<file path="src/rtl/product_display_pkg.sv">
// rtl/product_display_pkg.sv - shared types, constants and helpers for the product BCD display
package product_display_pkg;

    // Handshake / conversion FSM
    typedef enum logic {
        IDLE    = 1'b0,
        CONVERT = 1'b1
    } state_t;

    // Which of the three display positions is currently driven
    typedef enum logic [1:0] {
        ONES     = 2'd0,
        TENS     = 2'd1,
        HUNDREDS = 2'd2
    } digit_idx_t;

    localparam int DATA_W   = 8;
    localparam int BCD_W    = 12;
    localparam int ITER_W   = 3;
    localparam int REFRESH_W = 16;

    // Seven-segment codes {g,f,e,d,c,b,a}, entry n is the glyph for digit n
    localparam logic [9:0][6:0] SEG_CODES = {
        7'h6F, 7'h7F, 7'h07, 7'h7D, 7'h6D,
        7'h66, 7'h4F, 7'h5B, 7'h06, 7'h3F
    };

    localparam logic [6:0] SEG_BLANK = 7'h00;

    // Glyph lookup; anything outside 0..9 renders dark rather than garbage
    function automatic logic [6:0] seg_code(input logic [3:0] d);
        if (d > 4'd9) begin
            return SEG_BLANK;
        end
        return SEG_CODES[d];
    endfunction

    // Double-dabble correction so the following left shift carries decimally
    function automatic logic [3:0] dd_adjust(input logic [3:0] n);
        return (n >= 4'd5) ? n + 4'd3 : n;
    endfunction

    // Scan order: ones -> tens -> hundreds -> ones
    function automatic digit_idx_t next_digit(input digit_idx_t d);
        case (d)
            ONES:    return TENS;
            TENS:    return HUNDREDS;
            default: return ONES;
        endcase
    endfunction

endpackage

</file>
<file path="src/rtl/bin2bcd_seq.sv">
// rtl/bin2bcd_seq.sv - 8-bit sequential double-dabble, one step per enabled cycle
module bin2bcd_seq
    import product_display_pkg::*;
(
    input  logic              clk,
    input  logic              rst_n,
    input  logic              ena,
    input  logic              start,
    input  logic [DATA_W-1:0] data,
    output logic              done,
    output logic [BCD_W-1:0]  bcd
);

    logic [DATA_W-1:0]       shift_q;
    logic [BCD_W-1:0]        bcd_q;
    logic [ITER_W-1:0]       iter_q;
    logic                    active_q;

    logic [BCD_W-1:0]        bcd_adj;
    logic [BCD_W+DATA_W-1:0] dd_word;
    logic [BCD_W-1:0]        bcd_step;
    logic [DATA_W-1:0]       shift_step;
    logic                    last_step;

    // One double-dabble step: correct every nibble, then shift {bcd, shift} left
    always_comb begin
        bcd_adj    = {dd_adjust(bcd_q[11:8]), dd_adjust(bcd_q[7:4]), dd_adjust(bcd_q[3:0])};
        dd_word    = {bcd_adj, shift_q} << 1;
        bcd_step   = dd_word[BCD_W+DATA_W-1:DATA_W];
        shift_step = dd_word[DATA_W-1:0];
        last_step  = active_q && (iter_q == ITER_W'(7));
    end

    // The result of the 8th step is offered combinationally so the caller can
    // capture it on the same edge that performs that step
    assign done = ena & last_step;
    assign bcd  = bcd_step;

    // Load on start, then iterate eight times; everything holds while ena is low
    always_ff @(posedge clk or negedge rst_n) begin
        if (!rst_n) begin
            shift_q  <= '0;
            bcd_q    <= '0;
            iter_q   <= '0;
            active_q <= 1'b0;
        end else if (ena) begin
            if (start) begin
                shift_q  <= data;
                bcd_q    <= '0;
                iter_q   <= '0;
                active_q <= 1'b1;
            end else if (active_q) begin
                shift_q <= shift_step;
                bcd_q   <= bcd_step;
                iter_q  <= iter_q + ITER_W'(1);
                if (last_step) begin
                    active_q <= 1'b0;
                end
            end
        end
    end

endmodule

</file>
<file path="src/rtl/product_bcd_display.sv">
// rtl/product_bcd_display.sv - product to three-digit multiplexed seven-segment display
module product_bcd_display
    import product_display_pkg::*;
#(
    parameter int REFRESH_DIV = 1000
) (
    input  logic              clk,
    input  logic              rst_n,
    input  logic              ena,
    input  logic [DATA_W-1:0] in_data,
    input  logic              in_valid,
    output logic              in_ready,
    output logic [6:0]        seg,
    output logic [2:0]        digit_sel,
    output logic              busy
);

    localparam logic [REFRESH_W-1:0] REFRESH_LAST = REFRESH_W'(REFRESH_DIV - 1);

    state_t                state_q;
    state_t                state_d;
    logic                  handshake;
    logic                  conv_done;
    logic [BCD_W-1:0]      conv_bcd;
    logic [BCD_W-1:0]      disp_q;
    logic [REFRESH_W-1:0]  refresh_q;
    digit_idx_t            digit_q;

    logic [3:0]            ones_d;
    logic [3:0]            tens_d;
    logic [3:0]            hund_d;
    logic [3:0]            nib;
    logic                  blank;

    assign handshake = in_valid & in_ready;

    bin2bcd_seq u_bin2bcd (
        .clk   (clk),
        .rst_n (rst_n),
        .ena   (ena),
        .start (handshake),
        .data  (in_data),
        .done  (conv_done),
        .bcd   (conv_bcd)
    );

    // Next state and handshake outputs; in_ready already folds in ena, so a
    // disabled cycle can neither accept nor finish a conversion
    always_comb begin
        state_d  = state_q;
        in_ready = 1'b0;
        busy     = 1'b0;
        case (state_q)
            IDLE: begin
                in_ready = ena;
                if (in_valid && ena) begin
                    state_d = CONVERT;
                end
            end
            CONVERT: begin
                busy = 1'b1;
                if (conv_done) begin
                    state_d = IDLE;
                end
            end
            default: state_d = IDLE;
        endcase
    end

    // FSM state register
    always_ff @(posedge clk or negedge rst_n) begin
        if (!rst_n) begin
            state_q <= IDLE;
        end else begin
            state_q <= state_d;
        end
    end

    // Display register only changes when a conversion completes, so the old
    // value stays visible for the whole conversion
    always_ff @(posedge clk or negedge rst_n) begin
        if (!rst_n) begin
            disp_q <= '0;
        end else if (conv_done) begin
            disp_q <= conv_bcd;
        end
    end

    // Refresh divider and digit scan, frozen while ena is low
    always_ff @(posedge clk or negedge rst_n) begin
        if (!rst_n) begin
            refresh_q <= '0;
            digit_q   <= ONES;
        end else if (ena) begin
            if (refresh_q == REFRESH_LAST) begin
                refresh_q <= '0;
                digit_q   <= next_digit(digit_q);
            end else begin
                refresh_q <= refresh_q + REFRESH_W'(1);
            end
        end
    end

    // Segment decode with leading-zero blanking; a blanked digit keeps its select
    always_comb begin
        ones_d    = disp_q[3:0];
        tens_d    = disp_q[7:4];
        hund_d    = disp_q[11:8];
        nib       = ones_d;
        blank     = 1'b0;
        digit_sel = 3'b001;
        case (digit_q)
            TENS: begin
                nib       = tens_d;
                blank     = (hund_d == 4'd0) && (tens_d == 4'd0);
                digit_sel = 3'b010;
            end
            HUNDREDS: begin
                nib       = hund_d;
                blank     = (hund_d == 4'd0);
                digit_sel = 3'b100;
            end
            default: begin
                nib       = ones_d;
                blank     = 1'b0;
                digit_sel = 3'b001;
            end
        endcase
        seg = blank ? SEG_BLANK : seg_code(nib);
    end

endmodule

</file>
<file path="config.mk">
export PLATFORM = sky130hd
export DESIGN_NAME = product_bcd_display
export DESIGN_NICKNAME = d
export VERILOG_FILES = /design/src/rtl/product_display_pkg.sv /design/src/rtl/bin2bcd_seq.sv /design/src/rtl/product_bcd_display.sv
export SDC_FILE = /design/constraint.sdc
export NUM_CORES = 1
export LEC_CHECK = 0
export ABC_CLOCK_PERIOD_IN_PS = 3300
export CAP_MARGIN = 25
export CORE_MARGIN = 2
export CORE_UTILIZATION = 50
export DETAILED_ROUTE_END_ITERATION = 7
export PLACE_DENSITY = 0.7
export SLEW_MARGIN = 20
export SYNTH_ARGS = -nofsm -noshare
export SYNTH_HDL_FRONTEND = slang
export SYNTH_HIERARCHICAL = 1
export SYNTH_SLANG_ARGS = --single-unit
export TNS_END_PERCENT = 100
</file>
<file path="constraint.sdc">
create_clock -name clk -period 3.3 [get_ports clk]
set_clock_uncertainty 0.05 [all_clocks]
set_input_delay 0.66 -clock clk [delete_from_list [all_inputs] [get_ports clk]]
set_output_delay 0.66 -clock clk [all_outputs]
set_load 0.005 [all_outputs]
</file>
==> results of run 1 <==
-- flip-flops by register name, summed over array words and instances (netlist names) --
signal / count
u_bin2bcd/active_q: 1
digit_q: 2
u_bin2bcd/bcd_q: 12
u_bin2bcd/iter_q: 3
disp_q: 12
refresh_q: 16
state_q: 1
u_bin2bcd/shift_q: 8
-- path summary, 6_finish.rpt --
path | slack (ns) | cells past startpoint | to
worst max-delay path | 0.11 | 9 | seg[3]
worst min-delay path | 0.34 | 1 | digit_q[1]
worst max register to register | 1.19 | 3 | digit_q[0]
worst min register to register | 0.44 | 2 | u_bin2bcd/shift_q[6]
max in group asynchronous | 2.21 | 2 | u_bin2bcd/bcd_q[6]
min in group clk | 0.44 | 2 | u_bin2bcd/shift_q[6]
-- cell type report --
cell class | count | area [sq um]
clock inverter | 2 | 37.5
fill | 509 | 2330
clock buffer | 5 | 68.8
inverter | 15 | 56.3
multi-input combinational | 198 | 1590
sequential | 55 | 1380
tap | 75 | 93.8
timing repair buffer | 42 | 338
-- layer usage --
layer	share of wire, %	up-vias
li1	-	1074
met5	0	-
met1	46	1063
met3	3.5	4
met4	0.73	0
met2	49	39
-- cell families after synthesis --
| logic type | after synthesis | synth area share [%] |
|---|---|---|
| flip-flops | 55 | 45.6 |
| multiplexers | 29 | 10.5 |
| adder cells (fa/ha/maj) | 17 | 7.05 |
| AO/OA/AOI/OAI | 59 | 14.2 |
| buffers and inverters | 24 | 4.11 |
| AND/OR/NAND/NOR | 78 | 14.1 |
| XOR/XNOR | 15 | 4.35 |
-- where the power goes --
group | leakage (nW) | internal (mW) | switching [mW] | total [mW]
clock | 0.0502 | 0.222 | 0.210 | 0.432
sequential | 0.728 | 0.869 | 0.202 | 1.07
combinational | 0.864 | 0.483 | 0.470 | 0.953
-- metrics by stage --
step	setup TNS [ns]	hold slack, ns	setup WS (ns)	std cells
2_1_floorplan	0	0.314	0.504	277
3_3_place_gp	0	0.411	0.0585	376
3_5_place_dp	-0.223	0.420	-0.0433	376
4_1_cts	0	0.375	0.000915	391
5_1_grt	-0.0108	0.412	-0.00860	392
6_report	0	0.343	0.114	392
-- synth_stat cells (all sizes together) (3+ instances only) --
library cell  count  area (sq um)
a211oi            6          45.0
nor3              4          20.0
nand4             4          25.0
nand2            26          97.6
a22oi             3          22.5
nor2             14          55.1
mux2i            13           130
xor2              4          35.0
nand2b            3          18.8
xnor2            11          96.3
nor4              4          40.0
a21o              4          30.0
and3              6          38.8
a21oi             8          55.1
o21ai            16          83.8
mux2             16           188
dfrtp            55          1380
nand3             7          35.0
buf               9          67.6
ha               17           213
a22o             16           140
inv              15          56.3
-- cells in the final DEF (no fill, tap or decap), types with 2 or more instances in the layout --
master / synthesis / routed
a211oi_1: 6 / 5
a21o_1: 4 / 4
a21oi_1: 4 / 4
a21oi_2: 4 / 3
a22o_1: 16 / 16
a22oi_2: 0 / 2
and3_1: 5 / 5
buf_2: 3 / 2
buf_4: 2 / 19
clkbuf_2: 0 / 5
clkbuf_8: 0 / 5
clkdlybuf4s50_1: 0 / 15
dfrtp_1: 55 / 55
ha_1: 17 / 14
ha_4: 0 / 3
inv_1: 15 / 12
inv_2: 0 / 3
mux2_2: 14 / 14
mux2_4: 2 / 2
mux2i_1: 13 / 12
nand2_1: 26 / 26
nand2b_1: 3 / 3
nand3_1: 7 / 7
nand4_1: 4 / 4
nor2_1: 13 / 13
nor3_1: 4 / 4
nor4_1: 3 / 3
o211ai_1: 2 / 2
o21ai_0: 13 / 13
o21ai_1: 2 / 2
or2b_1: 2 / 2
xnor2_1: 11 / 11
xor2_1: 4 / 4
-- what timing repair did --
item,4_1_cts,5_1_grt
setup buffers,8,1
gates resized for setup,25,11
endpoints found under the setup margin,7,7
pin swaps,3,3
==> reports/results.txt, run 1 <==
Sink Count: 55
Clock Latency Late Sink: 0.31 ns
worst hold path class: in -> async
Pre-antenna DRT Iters: 4
hold_buf cts: 0
Clock transition at path regs: 0.09 ns
most used cell, CP: buf_4
critical path's slowest cell: dfrtp_1
mean number of vias per cell: 5.56
kind of start point of the critical path: register
Largest delay share family, worst path: compound AO/OA/AOI/OAI gates
fmax: 314 MHz
Core Region: 5890 sq um
vias: 2180
post-layout util: 60.4%
WP data arrival: 2.48 ns
largest net degree at the start of global routing: 33
Async S/R FF share, synth: 100%
RSZ-0062 raised after global routing: yes
Gate Count Post-Synth: 277
Setup Viol. Count Final: 0
WS Path Type: reg -> out
Worst Setup SP: digit_q[0]
warnings from Yosys: 6
Post-synth EDFFs: 0
die width: 81.7 um
PortBufs: 23
Post-Route WL: 5720 um
CTS max path bufs: 2
Initial Util: 51.3%
diode count: 0
Cell Pwr Density: 691 nW/um^2
global-route wire length before repair: 9830 um
Mapped Area: 3020 sq um
total CTS buffers: 5
Seq/Total Area, Yosys: 45.6%
H-tree level count: 2
final worst path period need: 3.19 ns
Pleak: 1.64 nW
Avg Cell Area, Syn: 10.9 sq um
CP Max Fanout: 5
Synthesized Nets: 306
Max Slew Vio Count: 0
top_reg_cell synth: dfrtp_1
TritonCTS clock tree: done
Final Cycle Share: 96.5%
GRT Util Overall: 18.9%
Final Power: 2.46 mW
number of global-route vias before repair: 2192
Post-DP Area: 3340 sq um
io pins: 24
global-route track usage on met3: 3.52%
GR Layer Usage met2: 33.4%
status: finished clean
Top Usage Layer GRT: met2
DP HPWL: 4080 um
post-synth cell types: 46
GPL Wtd Cong: 0.792
grt ovf: 0
Max IR drop VDD: 319 uV
Site Rows: 28
slew margin rel.: 44.5%
post-route cell area: 3560 sq um
die area: 6670 sq um
crit path capture type: primary output
Worst EP required: 2.59 ns
DRT antenna net count: 0
Synth Register Bits: 55
CTS root buffer: clkbuf_8
worst slew pin tran: 0.825 ns
CP Buf/Inv Count: 3
met1 usage: 24.4%
crit-path cells: buf_4 > ha_4 > a22oi_2 > a21o_1 > buf_4 > ha_1 > or3_1 > a211oi_1 > clkbuf_2
slowest stage delay, CP: 0.42 ns
max_cap viols: 0
# nets final: 346
Area Overhead vs Synth: 17.9%
DRC: 0
fraction of layout cells with a size suffix above 1: 22.4%
die height: 81.7 um
Final Hold Vio Count: 0
antenna violations before repair: 0
start of the worst register-to-register path: refresh_q[4]
Starting DRT DRC Count: 110
Avg WL per Cell: 14.6 um
No activity file was read; power rests on OpenSTA's default activity.
==> run 2, diff against run 1 <==
CORE_MARGIN = 3   (was 2)
==> reports/results.txt, run 2 (synthesis results as in run 1) <==
status: finished clean
Inst Count DP: 372
critical path's slowest cell: dfrtp_2
worst slew pin tran: 0.784 ns
largest net degree at the start of global routing: 26
slew margin rel.: 47.3%
Post-Layout Cell Count: 385
Final WS setup: 0.0231 ns
Max IR drop VDD: 380 uV
Area Overhead vs Synth: 18.1%
Avg WL per Cell: 13.9 um
Setup Viol. Count Final: 0
die area: 7000 sq um
total CTS buffers: 5
crit path capture type: primary output
Starting DRT DRC Count: 51
Post-Route WL: 5350 um
commonest non-fill, non-tap cells in the layout: 54 x dfrtp_1, 26 x nand2_1, 16 x a22o_1
max reg flops: 16
H-tree level count: 2
global-route wire length before repair: 9160 um
GPL Wtd Cong: 0.769
WP data arrival: 2.57 ns
Final Cycle Share: 99.3%
WS Path Type: reg -> out
DRC: 0
final worst path period need: 3.28 ns
Sink Count: 55
mean number of vias per cell: 5.60
global-route track usage on met3: 2.76%
io pins: 24
Pre-antenna DRT Iters: 4
Top Usage Layer GRT: met2
grt ovf: 0
CTS root buffer: clkbuf_8
register with the most flip-flops: refresh_q
CP Max Fanout: 5
crit-path cells: inv_4 > ha_4 > nor2_1 > a21o_1 > buf_4 > ha_1 > or3_1 > a211oi_1 > clkdlybuf4s15_1
met1 usage: 20.6%
fmax: 305 MHz
diode count: 0
Core Region: 5680 sq um
DP HPWL: 3890 um
worst hold path class: in -> async
# nets final: 341
number of global-route vias before repair: 2054
DRT antenna net count: 0
Clock Latency Late Sink: 0.30 ns
most common cell after layout, fill and taps aside: dfrtp_1
PortBufs: 23
fraction of layout cells with a size suffix above 1: 19.8%
die height: 83.7 um
RSZ-0062 raised after global routing: yes
Initial Util: 53.2%
GR Layer Usage met2: 25.9%
worst slack at placement: -0.00816 ns
CTS max path bufs: 2
Clock transition at path regs: 0.09 ns
max_cap viols: 0
Max Slew Vio Count: 0
TritonCTS clock tree: done
die width: 83.7 um
Worst EP required: 2.59 ns
Site Rows: 27
kind of start point of the critical path: register
GRT Util Overall: 15.5%
antenna violations before repair: 0
Cell Pwr Density: 673 nW/um^2
Final Power: 2.40 mW
Regs by FF count: refresh_q x16, disp_q x12, u_bin2bcd/bcd_q x12
Final Hold Vio Count: 0
vias: 2156
Pleak: 1.63 nW
slowest stage delay, CP: 0.44 ns
[run 2: changes by cell type in the layout (fill, tap and decap cells not counted), sizes merged]
| cell | delta |
|---|---|
| dlymetal6s2s | +6 |
| buf | -6 |
| clkinv | +1 |
| bufinv | -1 |
| clkbuf | -4 |
[run 2: worst max-delay path, delay by kind of cell, from the launching register on]
family                   cells  cell delay, ns
flip-flops                   1            0.44
buffers and inverters        3            0.43
adder cells (fa/ha/maj)      2            0.59
AO/OA/AOI/OAI                2            0.41
AND/OR/NAND/NOR              2            0.41
[run 2: final timing paths]
path                                            from                    to  slack [ns]  cells past startpoint
worst min register to register  u_bin2bcd/shift_q[4]  u_bin2bcd/shift_q[4]        0.44                      2
max in group asynchronous                      rst_n            digit_q[0]        2.51                      2
worst min-delay path                           rst_n    u_bin2bcd/bcd_q[4]        0.13                      1
worst max register to register          refresh_q[4]            digit_q[0]        1.19                      3
worst max-delay path                      digit_q[0]                seg[3]        0.02                      9
min in group clk                u_bin2bcd/shift_q[4]  u_bin2bcd/shift_q[4]        0.44                      2
[run 2: power breakdown]
part | switching, mW | internal, mW | total, mW
registers | 0.195 | 0.869 | 1.06
logic | 0.460 | 0.517 | 0.977
clock network | 0.207 | 0.149 | 0.356
[run 2: final cells by class]
class | count | area [sq um]
Timing Repair Buffer | 37 | 357
Clock inverter | 2 | 12.5
Tap cell | 72 | 90.1
Fill cell | 473 | 2110
Multi-Input combinational cell | 198 | 1600
Sequential cell | 55 | 1380
Inverter | 15 | 58.8
Clock buffer | 6 | 72.6
[run 2: what timing repair did]
action                                 in CTS  in global routing
pin swaps                                   0                  2
hold buffers                                0                  0
gates resized for setup                     8                 20
buffers inserted                            2                  3
endpoints found under the hold margin       0                  0
setup endpoints to repair                   7                  7
[run 2: metal layers]
metal	part of all wire (%)	up-vias
li1	-	1060
met1	48	1039
met2	47	49
met3	3.7	8
met4	1.4	0
met5	0	-
[run 2: per-stage QoR]
step,TNS [ns],hold slack [ns],utilization (%),instance area (sq um)
floorplan,0,0.314,-,3020
global placement,0,0.411,58.6,3320
detailed placement,-0.00816,0.421,58.8,3340
CTS,-1.03,0.129,61.0,3460
global route,-0.0961,0.130,62.8,3560
finish,0,0.132,62.8,3560
==> run 3, diff against run 2 <==
CAP_MARGIN = 20   (was 25)
SLEW_MARGIN = default   (was 20)
==> reports/results.txt, run 3 (synthesis results as in run 1) <==
status: finished clean
kind of start point of the critical path: register
Fin Setup TNS: 0 ns
area of the multi-input gates: 1610 sq um
Inst Count DP: 371
Final Hold Vio Count: 0
H-tree level count: 2
diode count: 0
PortBufs: 23
WP data arrival: 2.49 ns
post-route cell area: 3560 sq um
die height: 83.7 um
TritonCTS clock tree: done
max reg flops: 16
Post-Route WL: 5520 um
Psw: 0.870 mW
DRT antenna net count: 0
Largest delay share family, worst path: buffers and inverters
register with the most flip-flops: refresh_q
Post-DP Area: 3320 sq um
RSZ-0062 raised after global routing: yes
Clock Latency Late Sink: 0.30 ns
Starting DRT DRC Count: 76
die width: 83.7 um
# nets final: 341
Comb power frac: 39.7%
reg2reg end: digit_q[1]
commonest non-fill, non-tap cells in the layout: 55 x dfrtp_1, 26 x nand2_1, 16 x a22o_1
crit path capture type: primary output
Fillers: 486
Max IR drop VDD: 363 uV
antenna violations before repair: 0
most common cell after layout, fill and taps aside: dfrtp_1
Pre-antenna DRT Iters: 4
Pleak: 1.62 nW
vias: 2131
reg-to-reg slack, setup: 1.19 ns
Max Slew Vio Count: 0
total CTS buffers: 5
crit-path cells: inv_2 > ha_4 > buf_4 > a21oi_4 > buf_4 > inv_2 > ha_2 > a211oi_4 > buf_4 > a2111oi_2 > dlymetal6s2s_1
CTS max path bufs: 2
slowest stage delay, CP: 0.43 ns
GRT Util Overall: 16.1%
Worst Setup SP: digit_q[0]
cell count of the worst reg-to-reg path: 3
CP Buf/Inv Count: 6
CTS root buffer: clkbuf_8
FF+latch area: 1380 sq um
Reg power frac: 43.0%
Post-Layout Cell Count: 384
grt ovf: 0
max_cap viols: 0
GPL Wtd Cong: 0.769
Final WS setup: 0.104 ns
CP Max Fanout: 6
Pint: 1.60 mW
Area Overhead vs Synth: 18.2%
largest net degree at the start of global routing: 31
number of global-route vias before repair: 2046
Avg WL per Cell: 14.4 um
Core Region: 5680 sq um
sw frac: 35.3%
critical path's slowest cell: dfrtp_1
Site Rows: 27
Cell Pwr Density: 692 nW/um^2
io pins: 24
WS Path Type: reg -> out
Worst EP required: 2.59 ns
Clock Power Share: 17.3%
slew margin rel.: 56.3%
mean number of vias per cell: 5.55
most used cell, CP: buf_4
fraction of layout cells with a size suffix above 1: 20.5%
Regs by FF count: refresh_q x16, disp_q x12, u_bin2bcd/bcd_q x12
die area: 7000 sq um
worst hold path class: in -> async
Setup Viol. Count Final: 0
global-route wire length before repair: 9400 um
Final Cycle Share: 96.9%
final worst path period need: 3.20 ns
DRC: 0
hold_buf cts: 0
Final Power: 2.47 mW
worst slew pin tran: 0.655 ns
Initial Util: 53.2%
start of the worst register-to-register path: refresh_q[4]
fmax: 313 MHz
Clock transition at path regs: 0.09 ns
Crit path depth: 11
Sink Count: 55
DP HPWL: 3820 um
worst slack at placement: 0.0197 ns
==> run 3: cell types whose count changed in the layout (fill, tap and decap cells not counted), sizes merged <==
| cell | change |
|---|---|
| clkinvlp | -1 |
| bufinv | +1 |
| clkinv | -1 |
| clkdlybuf4s15 | +3 |
| clkbuf | +2 |
| dlymetal6s2s | -5 |
==> run 3: how the worst max path moves through the flow <==
stage	to	slack, ns
2_1_floorplan	seg[3]	0.50
3_3_place_gp	seg[3]	0.11
3_5_place_dp	seg[3]	0.02
4_1_cts	seg[2]	-0.15
5_1_grt	seg[2]	-0.06
6_report	seg[2]	0.10
==> run 3: layer usage <==
layer  part of all wire [%]  track usage (%)  up-vias
li1                       -                -     1056
met1                     47             21.5     1021
met2                     48             26.8       46
met3                    3.9             3.65        8
met4                    1.3             3.80        0
met5                      0                0        -
==> run 3: cell type report <==
cell class,instances,share of cell area [%]
Timing Repair Buffer,37,9.37
Inverter,15,1.58
Sequential cell,55,38.6
Multi-Input combinational cell,198,45.0
Clock inverter,1,0.842
Tap cell,72,2.53
Clock buffer,6,2.04
==> run 3: worst register-to-register path: cells and delay by family (launching register included) <==
kind | cells | cell delay [ns]
AND/OR/NAND/NOR | 2 | 1.17
flip-flops | 1 | 0.43
multiplexers | 1 | 0.35
==> run 3: stage by stage <==
| step | hold slack (ns) | util, % |
|---|---|---|
| final | 0.127 | 62.8 |
| after global routing | 0.125 | 62.8 |
| after CTS | 0.126 | 61.4 |
| after detailed placement | 0.421 | 58.6 |
| after global placement | 0.411 | 58.6 |
| after floorplan | 0.314 | - |
==> run 3: timing repair <==
action                                  4_1_cts  5_1_grt
endpoints found under the setup margin        7        7
buffers inserted                              3        2
pin swaps                                     0        1
gates resized for setup                      18       17
==> run 3: power groups by stage <==
stage | sequential, mW | clock (mW) | combinational (mW)
floorplan | 1.02 | 0 | 0.712
global placement | 1.06 | 0 | 0.938
detailed placement | 1.07 | 0 | 0.960
CTS | 1.06 | 0.438 | 0.942
global route | 1.09 | 0.467 | 1.09
finish | 1.06 | 0.426 | 0.980
